### src/rtl/ieeedrv_trkload.sv
// Track loader for the IEEE drive emulation: computes the 256-byte block address of a
// track, writes back a dirty buffer and reads the requested track over an SD handshake.
module ieeedrv_trkload #(
    parameter int SUBDRV = 2
) (
    input  logic                                              clk_sys,
    input  logic                                              reset_n,
    input  logic                                              drv_type,
    input  logic                                              loaded,
    input  logic [((SUBDRV > 1) ? $clog2(SUBDRV) : 1)-1:0]    drv_act,
    input  logic [7:0]                                        track,
    input  logic                                              flush,
    input  logic                                              dirty_set,
    output logic                                              busy,
    output logic                                              error,
    output logic [4:0]                                        sec_cnt,
    output logic [31:0]                                       sd_lba,
    output logic                                              sd_rd,
    output logic                                              sd_wr,
    input  logic                                              sd_ack,
    output logic [4:0]                                        buf_sec,
    output logic [((SUBDRV > 1) ? $clog2(SUBDRV) : 1)-1:0]    img_sel
);

    localparam int DW = (SUBDRV > 1) ? $clog2(SUBDRV) : 1;

    typedef enum logic [2:0] {IDLE, CALC, WB_REQ, WB_WAIT, RD_REQ, RD_WAIT, READY, BAD} state_t;

    state_t        state;
    logic [7:0]    cur_trk;
    logic [DW-1:0] cur_drv;
    logic [7:0]    idx;
    logic [15:0]   acc;
    logic [15:0]   base;
    logic          dirty;
    logic          wb_calc;
    logic          trk_chg;
    logic          trk_ok;
    logic [31:0]   lba_next;

    function automatic logic [4:0] spt(input logic [7:0] t, input logic g4040);
        logic [7:0] u;
        logic [4:0] r;
        if (g4040) begin
            if (t <= 8'd17)      r = 5'd21;
            else if (t <= 8'd24) r = 5'd19;
            else if (t <= 8'd30) r = 5'd18;
            else                 r = 5'd17;
        end else begin
            // the second half of an 8250 image repeats the 8050 zone layout
            u = (t > 8'd77) ? t - 8'd77 : t;
            if (u <= 8'd39)      r = 5'd29;
            else if (u <= 8'd53) r = 5'd27;
            else if (u <= 8'd64) r = 5'd25;
            else                 r = 5'd23;
        end
        return r;
    endfunction

    function automatic logic is_valid(input logic [7:0] t, input logic g4040);
        return (t != 8'd0) && (g4040 ? (t <= 8'd35) : (t <= 8'd154));
    endfunction

    assign trk_chg  = (track != cur_trk) || (drv_act != cur_drv);
    assign trk_ok   = is_valid(track, drv_type);
    assign lba_next = {16'd0, base} + {27'd0, buf_sec} + 32'd1;

    always_ff @(posedge clk_sys or negedge reset_n) begin
        if (!reset_n) begin
            state   <= IDLE;
            busy    <= 1'b1;
            error   <= 1'b0;
            sd_rd   <= 1'b0;
            sd_wr   <= 1'b0;
            sd_lba  <= '0;
            buf_sec <= '0;
            sec_cnt <= '0;
            img_sel <= '0;
            dirty   <= 1'b0;
            wb_calc <= 1'b0;
            cur_trk <= '0;
            cur_drv <= '0;
            idx     <= '0;
            acc     <= '0;
            base    <= '0;
        end else begin
            busy  <= 1'b1;
            error <= 1'b0;
            case (state)
                // a (re)mount always reloads, even when the track number is unchanged
                IDLE: begin
                    dirty <= 1'b0;
                    if (loaded) begin
                        cur_trk <= track;
                        cur_drv <= drv_act;
                        idx     <= 8'd1;
                        acc     <= '0;
                        state   <= CALC;
                    end
                end
                CALC: begin
                    if (!loaded) begin
                        state <= IDLE;
                    end else if (trk_chg) begin
                        cur_trk <= track;
                        cur_drv <= drv_act;
                        idx     <= 8'd1;
                        acc     <= '0;
                    end else if (!is_valid(cur_trk, drv_type)) begin
                        state <= BAD;
                        error <= 1'b1;
                    end else if (idx == cur_trk) begin
                        base    <= acc;
                        sec_cnt <= spt(cur_trk, drv_type) - 5'd1;
                        img_sel <= cur_drv;
                        buf_sec <= '0;
                        sd_lba  <= {16'd0, acc};
                        sd_rd   <= 1'b1;
                        state   <= RD_REQ;
                    end else begin
                        acc <= acc + {11'd0, spt(idx, drv_type)};
                        idx <= idx + 8'd1;
                    end
                end
                RD_REQ: begin
                    if (sd_ack) begin
                        sd_rd <= 1'b0;
                        state <= RD_WAIT;
                    end
                end
                RD_WAIT: begin
                    if (!sd_ack) begin
                        if (!loaded) begin
                            state <= IDLE;
                            dirty <= 1'b0;
                        end else if (trk_chg) begin
                            cur_trk <= track;
                            cur_drv <= drv_act;
                            idx     <= 8'd1;
                            acc     <= '0;
                            state   <= CALC;
                        end else if (buf_sec == sec_cnt) begin
                            state <= READY;
                            busy  <= 1'b0;
                            dirty <= 1'b0;
                        end else begin
                            buf_sec <= buf_sec + 5'd1;
                            sd_lba  <= lba_next;
                            sd_rd   <= 1'b1;
                            state   <= RD_REQ;
                        end
                    end
                end
                WB_REQ: begin
                    if (sd_ack) begin
                        sd_wr <= 1'b0;
                        state <= WB_WAIT;
                    end
                end
                // track changes seen during write-back are picked up only once it finishes
                WB_WAIT: begin
                    if (!sd_ack) begin
                        if (!loaded) begin
                            state <= IDLE;
                            dirty <= 1'b0;
                        end else if (buf_sec == sec_cnt) begin
                            dirty <= 1'b0;
                            if (wb_calc || trk_chg) begin
                                cur_trk <= track;
                                cur_drv <= drv_act;
                                idx     <= 8'd1;
                                acc     <= '0;
                                state   <= CALC;
                            end else begin
                                state <= READY;
                                busy  <= 1'b0;
                            end
                        end else begin
                            buf_sec <= buf_sec + 5'd1;
                            sd_lba  <= lba_next;
                            sd_wr   <= 1'b1;
                            state   <= WB_REQ;
                        end
                    end
                end
                READY: begin
                    if (!loaded) begin
                        state <= IDLE;
                        dirty <= 1'b0;
                    end else if (trk_chg) begin
                        cur_trk <= track;
                        cur_drv <= drv_act;
                        if (dirty || dirty_set) begin
                            wb_calc <= 1'b1;
                            buf_sec <= '0;
                            sd_lba  <= {16'd0, base};
                            sd_wr   <= 1'b1;
                            state   <= WB_REQ;
                        end else begin
                            idx   <= 8'd1;
                            acc   <= '0;
                            state <= CALC;
                        end
                    end else if (flush && (dirty || dirty_set)) begin
                        wb_calc <= 1'b0;
                        buf_sec <= '0;
                        sd_lba  <= {16'd0, base};
                        sd_wr   <= 1'b1;
                        state   <= WB_REQ;
                    end else begin
                        busy <= 1'b0;
                        if (dirty_set) dirty <= 1'b1;
                    end
                end
                BAD: begin
                    if (!loaded) begin
                        state <= IDLE;
                    end else if (trk_chg && trk_ok) begin
                        cur_trk <= track;
                        cur_drv <= drv_act;
                        idx     <= 8'd1;
                        acc     <= '0;
                        state   <= CALC;
                    end else begin
                        error <= 1'b1;
                        if (trk_chg) begin
                            cur_trk <= track;
                            cur_drv <= drv_act;
                        end
                    end
                end
                default: state <= IDLE;
            endcase
        end
    end

endmodule

### config.mk
export PLATFORM = sky130hd
export DESIGN_NAME = ieeedrv_trkload
export DESIGN_NICKNAME = d
export VERILOG_FILES = /design/src/rtl/ieeedrv_trkload.sv
export SDC_FILE = /design/constraint.sdc
export NUM_CORES = 1
export LEC_CHECK = 0
export CELL_PAD_IN_SITES_DETAIL_PLACEMENT = 2
export CELL_PAD_IN_SITES_GLOBAL_PLACEMENT = 2
export CORE_ASPECT_RATIO = 1.4
export CORE_MARGIN = 5
export CORE_UTILIZATION = 35
export DETAILED_ROUTE_END_ITERATION = 8
export GPL_ROUTABILITY_DRIVEN = 0
export PLACE_DENSITY = 0.78
export SETUP_SLACK_MARGIN = 0.02
export SLEW_MARGIN = 20
export SYNTH_ARGS = -nofsm -noshare
export SYNTH_HDL_FRONTEND = slang
export SYNTH_SLANG_ARGS = --single-unit
### constraint.sdc
create_clock -name clk_sys -period 5.2 [get_ports clk_sys]
set_input_delay 1.56 -clock clk_sys [delete_from_list [all_inputs] [get_ports clk_sys]]
set_output_delay 1.56 -clock clk_sys [all_outputs]
set_load 0.005 [all_outputs]
# Word-level counts from Yosys, hierarchy flattened
# Cells that the tools add are included.
# classes
add_sub_neg	8
n_lt_le_gt_ge	18
eq_ne	46
muxes	186
bitwise_logic	1
n_reduce_logical	27
# ops
cell	n
32-bit two-way mux	14
16-bit two-way mux	17
8-bit two-way mux	29
5-bit two-way mux	26
32-bit one-hot mux with 4 select lines	1
16-bit one-hot mux with 6 select lines	1
3-bit two-way mux	21
1-bit two-way mux	55
8-bit by 5-bit less-or-equal comparator with 1-bit output (second input constant)	6
8-bit by 6-bit less-or-equal comparator with 1-bit output (second input constant)	6
8-bit one-hot mux with 6 select lines	1
2-bit inequality test (second input constant)	22
8-bit one-hot mux with 5 select lines	1
3-bit inequality test (second input constant)	10
4-bit two-way mux	6
3-bit one-hot mux with 8 select lines	1
5-bit one-hot mux with 4 select lines	1
17-bit by 1-bit adder with 18-bit output (second input constant)	1
16-bit by 5-bit adder with 17-bit output	1
17-bit AND reduction	1
16-bit by 5-bit adder with 16-bit output	1
8-bit by 7-bit greater-than comparator with 1-bit output (second input constant)	2
8-bit by 7-bit less-or-equal comparator with 1-bit output (second input constant)	2
8-bit less-or-equal comparator (second input constant)	2
other kinds (36)	58
# word_totals
reg_bits	101
in_bits	16
out_inout_bits	47

# Depth between registers and ports, before layout
# depth
ltp_word	18
depth_mapped	18

# Worst setup path before layout
# Ideal clock, no wire load.
# synth_timing
kind	register to register
start	reg idx[0]
end	reg acc[9]
setup_ns	0.126
arrival_time_ns	4.043
required_ns	5.074
slack_ns	1.031
path_stages_with_launch	17
n_path_buf	1
cell_sequence	dfrtp_1 clkbuf_1 inv_1 ha_1 nor4bb_1 o21a_1 o221ai_1 a22o_1 or4_1 a31o_2 ha_1 a21o_1 a21o_1 a211o_1 nand3_1 nor2_1 a221o_1
# synth_between
elab_chain_len	18
word_cells_on_any_way	30
cone_classes	2 x add/sub; 7 x order compare; 2 x eq/ne; 18 x mux; 1 x reduce/logical
# synth_rtl
item	line	source
start: declaration	32	logic [7:0] idx;
start signal: assignment	122	idx <= idx + 8'd1;
8-bit by 7-bit subtractor with 8-bit output / 8-bit by 7-bit greater-than comparator with 1-bit output (equally long branches)	51	u = (t > 8'd77) ? t - 8'd77 : t;
8-bit two-way mux	51	
8-bit by 7-bit less-or-equal comparator with 1-bit output	54	else if (u <= 8'd64) r = 5'd25;
4-bit two-way mux	54	
4-bit two-way mux	53	else if (u <= 8'd53) r = 5'd27;
4-bit two-way mux	52	if (u <= 8'd39) r = 5'd29;
5-bit two-way mux	44	if (g4040) begin
5-bit two-way mux	112	end else if (idx == cur_trk) begin
(+2 left out)	-	
5-bit two-way mux	102	if (!loaded) begin
5-bit two-way mux	89	case (state)
16-bit by 5-bit adder with 16-bit output	121	acc <= acc + {11'd0, spt(idx, drv_type)};
16-bit two-way mux	112	
16-bit two-way mux	109	end else if (!is_valid(cur_trk, drv_type)) begin
16-bit two-way mux	104	end else if (trk_chg) begin
16-bit two-way mux	102	
16-bit one-hot mux with 6 select lines	89	
end signal: assignment	121	
end: declaration	33	logic [15:0] acc;
# Parallel ways exist; a longest one is shown, timed or not. The select of a mux whose other input is x is not followed.
# A chain may end at the register's enable or synchronous reset.

# Final worst setup path
# layout_timing
start	reg idx[1]
end	reg acc[10]
# Same word-level chain as after synthesis.

==> results.json <==
{
  "totalWireLength_mm": 23.2,
  "chip_width_um": 125,
  "cts-buffers-inserted": 9,
  "vias": 6246,
  "slowest_stage": "sky130_fd_sc_hd__nor4bb_1",
  "primary_ff_master_synth": "sky130_fd_sc_hd__dfrtp_1",
  "ctsResizeCount": 0,
  "postSynthCellCount": 771,
  "number_of_antenna_violations_at_the_first_check_in_global_routing": 1,
  "clock_skew_ns": 0.00917,
  "synthesis.yosys.warnings": 0,
  "insertion_delay_ns": 0.35,
  "hold_viol_final": 0,
  "fill_cells": 2060,
  "slew_headroom_pct": 18.4,
  "bufs_and_invs_on_worst_path": 2,
  "design.final.nets": 830,
  "remaining_drc_errors": 0,
  "average_via_count_per_standard_cell": 5.99,
  "synth_cell_type_count": 79,
  "io-pin-count": 63,
  "die_area_um2": 21500,
  "clock-sinks": 86,
  "worstHoldStart": "sd_lba[5]$_DFFE_PN0P_",
  "via_count_of_the_first_global_routing_pass": 7077,
  "mostFrequentLayoutCells": "85 x sky130_fd_sc_hd__dfrtp_1, 66 x sky130_fd_sc_hd__nand2_1, 61 x sky130_fd_sc_hd__o21ai_0, 61 x sky130_fd_sc_hd__nor2_1, 46 x sky130_fd_sc_hd__clkdlybuf4s50_1",
  "fraction_of_final_layout_cells_sized_beyond_drive_strength_1_pct": 9.89,
  "core.rowCount": 59,
  "detail-route-antenna-nets": 0,
  "grt_max_degree": 58,
  "number_of_cells_on_the_worst_reg_to_reg_path": 17,
  "cts_hold_repair.buffers": 0,
  "start_util_pct": 35.3,
  "wl_cell_um": 22.2,
  "worstMarginPinSlew_ns": 1.21,
  "post-cts-setup-buffers": 0,
  "grt_usage_pct": 21.7,
  "synthesis.area_um2": 6520,
  "maxClockFrequency_mhz": 219,
  "synth.yosys.seq_area_share_pct": 33.0,
  "syn_area_per_cell_um2": 8.45,
  "final_common_cell": "sky130_fd_sc_hd__dfrtp_1",
  "total_leakage_power_uw": 0.00313,
  "outcome": "completed",
  "timing.setup.tns_ns": 0,
  "hold_path_class": "register to register",
  "postSynthRegisterBits": 86,
  "buffer_ports.inserted": 47,
  "hold_end": "sd_lba[5]$_DFFE_PN0P_",
  "fp.dieH_um": 171,
  "rsz0062_at_grt": "no",
  "slowest_delay_ns": 0.53,
  "detailedRoute.firstIterationViolations": 267,
  "area_delta_synth_final_pct": 14.7,
  "worst_path_arrival_time_ns": 4.80,
  "grt_overflow": 0,
  "drt_pre_antenna_iters": 4,
  "clk_pin_slew_worst_setup_hold_paths_ns": 0.07,
  "ctsLongestPathBuffers": 2,
  "crit_fanout": 9,
  "reg2reg_from": "idx[1]$_DFFE_PN0P_",
  "synth_edf_count": 0,
  "diode_count": 0,
  "ctsHtreeMaxLevel": 3,
  "r2r-end": "acc[10]$_DFFE_PN0P_",
  "setup.worst_path.end_class": "register",
  "tritoncts": "yes",
  "period_minus_slack_ns": 4.57,
  "post-layout-total-power_uw": 2880,
  "start_kind": "register",
  "core_area_um2": 18500,
  "critical_path_class": "register to register",
  "place.detailed.hpwl_mm": 17.5,
  "wire_length_of_the_first_global_routing_pass_mm": 37.7,
  "root_buffer": "sky130_fd_sc_hd__clkbuf_16",
  "synth-async-reset-ratio_pct": 100,
  "finalCritPeriodShare_pct": 87.8,
  "finalSetupViolations": 0,
  "worstPathCellList": "buf_4 > inv_1 > ha_1 > nor4bb_1 > o21a_1 > nor2_1 > o31ai_1 > o21ai_0 > a21oi_1 > a22oi_1 > ha_1 > nor2b_1 > o21ai_0 > nand3b_1 > nand2_1 > nor3_1 > a221o_1",
  "crit_family": "compound AO/OA/AOI/OAI gates",
  "r2r_slack_ns": 0.63,
  "hold_depth": 2,
  "required_ns": 5.43,
  "drv_slew": 0,
  "maxCapViolations": 0,
  "max-vdd-ir-drop_v": 0.000276,
  "power_density_nw_per_um2": 386
}
## power breakdown
part / switching [µW] / internal, µW / leakage, µW
combinational: 675 / 505 / 0.00184
sequential: 227 / 749 / 0.00113
clock: 290 / 436 / 0.000160
total: 1190 / 1690 / 0.00313
## registers in the layout, summed over array words and instances, names as in the netlist
| name | cells |
|---|---|
| sd_wr | 1 |
| state | 3 |
| error | 1 |
| img_sel | 1 |
| cur_trk | 8 |
| base | 16 |
| busy | 1 |
| buf_sec | 5 |
| wb_calc | 1 |
| sec_cnt | 5 |
| cur_drv | 1 |
| idx | 8 |
| sd_rd | 1 |
| acc | 16 |
| dirty | 1 |
| sd_lba | 17 |
## stage by stage
| stage | utilization, % | std cells | hold slack, ns | cell area (µm²) | setup slack (ns) |
|---|---|---|---|---|---|
| 6_report | 40.5 | 1043 | 0.482 | 7470 | 0.633 |
| 5_1_grt | 40.5 | 1043 | 0.525 | 7470 | 0.284 |
| 2_1_floorplan | - | 785 | 0.472 | 6570 | 1.03 |
| 4_1_cts | 40.5 | 1043 | 0.492 | 7470 | 0.630 |
| 3_5_place_dp | 38.7 | 1027 | 0.477 | 7150 | 0.517 |
| 3_3_place_gp | 38.7 | 1027 | 0.461 | 7150 | 0.755 |
## tightest hold or removal path: stages (launching register included)
cell	delay (ns)
sky130_fd_sc_hd__dfrtp_1	0.34
sky130_fd_sc_hd__nand2_1	0.05
sky130_fd_sc_hd__o21ai_0	0.06
## cell type report
class | instances | area [µm²] | area share (%)
clock buffers | 11 | 243 | 3.25
clock inverters | 5 | 82.6 | 1.11
inverters | 31 | 116 | 1.56
multi-input cells | 599 | 3950 | 52.9
flip-flops and latches | 86 | 2150 | 28.8
well taps | 244 | 305 | 4.09
repair buffers | 67 | 618 | 8.27
## logic make-up after synthesis
group	share of synthesized area, %
other cells	0.0575
flops	33.0
fa+ha+maj	4.07
buf+inv	7.20
mux	4.24
compound gates	27.4
xor+xnor	4.03
simple gates	20.0
## layer usage
| metal | wire length, µm | share of wire [%] | up-vias | track usage [%] |
|---|---|---|---|---|
| li1 | - | - | 2864 | - |
| met1 | 9130 | 39 | 3202 | 23.5 |
| met2 | 12600 | 54 | 129 | 42.1 |
| met3 | 718 | 3.1 | 49 | 3.04 |
| met4 | 739 | 3.2 | 2 | 9.06 |
| met5 | 13 | 0.056 | - | 0 |
## how the worst max path moves through the flow
stage	cells after the start	from	slack [ns]	endpoint
floorplan	16	idx[0]$_DFFE_PN0P_	1.03	acc[9]$_DFFE_PN0P_
global placement	9	track[4]	0.76	sd_lba[10]$_DFFE_PN0P_
detailed placement	13	drv_type	0.52	acc[10]$_DFFE_PN0P_
CTS	17	idx[1]$_DFFE_PN0P_	0.63	acc[10]$_DFFE_PN0P_
global route	17	idx[1]$_DFFE_PN0P_	0.28	acc[10]$_DFFE_PN0P_
finish	17	idx[1]$_DFFE_PN0P_	0.63	acc[10]$_DFFE_PN0P_
## cells in the mapped netlist (7+ instances only)
library cell / instances / area (µm²)
sky130_fd_sc_hd__o31ai_1: 30 / 225
sky130_fd_sc_hd__a21o_1: 8 / 60.1
sky130_fd_sc_hd__and3_1: 12 / 75.1
sky130_fd_sc_hd__inv_1: 31 / 116
sky130_fd_sc_hd__xnor2_1: 26 / 228
sky130_fd_sc_hd__nor3_1: 25 / 125
sky130_fd_sc_hd__o21a_1: 7 / 52.6
sky130_fd_sc_hd__clkbuf_1: 34 / 128
sky130_fd_sc_hd__nand3_1: 21 / 105
sky130_fd_sc_hd__nand4_1: 8 / 50.1
sky130_fd_sc_hd__o41ai_1: 8 / 70.1
sky130_fd_sc_hd__a21oi_1: 32 / 160
sky130_fd_sc_hd__nor4_1: 8 / 50.1
sky130_fd_sc_hd__o21ai_0: 61 / 305
sky130_fd_sc_hd__a221oi_1: 11 / 96.3
sky130_fd_sc_hd__a31oi_1: 14 / 87.6
sky130_fd_sc_hd__buf_2: 12 / 60.1
sky130_fd_sc_hd__nand2_1: 66 / 248
sky130_fd_sc_hd__dfrtp_1: 85 / 2130
sky130_fd_sc_hd__nor2b_1: 13 / 81.3
sky130_fd_sc_hd__buf_4: 15 / 113
sky130_fd_sc_hd__a221o_1: 8 / 80.1
sky130_fd_sc_hd__nand2b_1: 12 / 75.1
sky130_fd_sc_hd__mux2_2: 21 / 236
sky130_fd_sc_hd__ha_1: 18 / 225
sky130_fd_sc_hd__nor2_1: 61 / 229
Power figures use the tool's default switching activity.
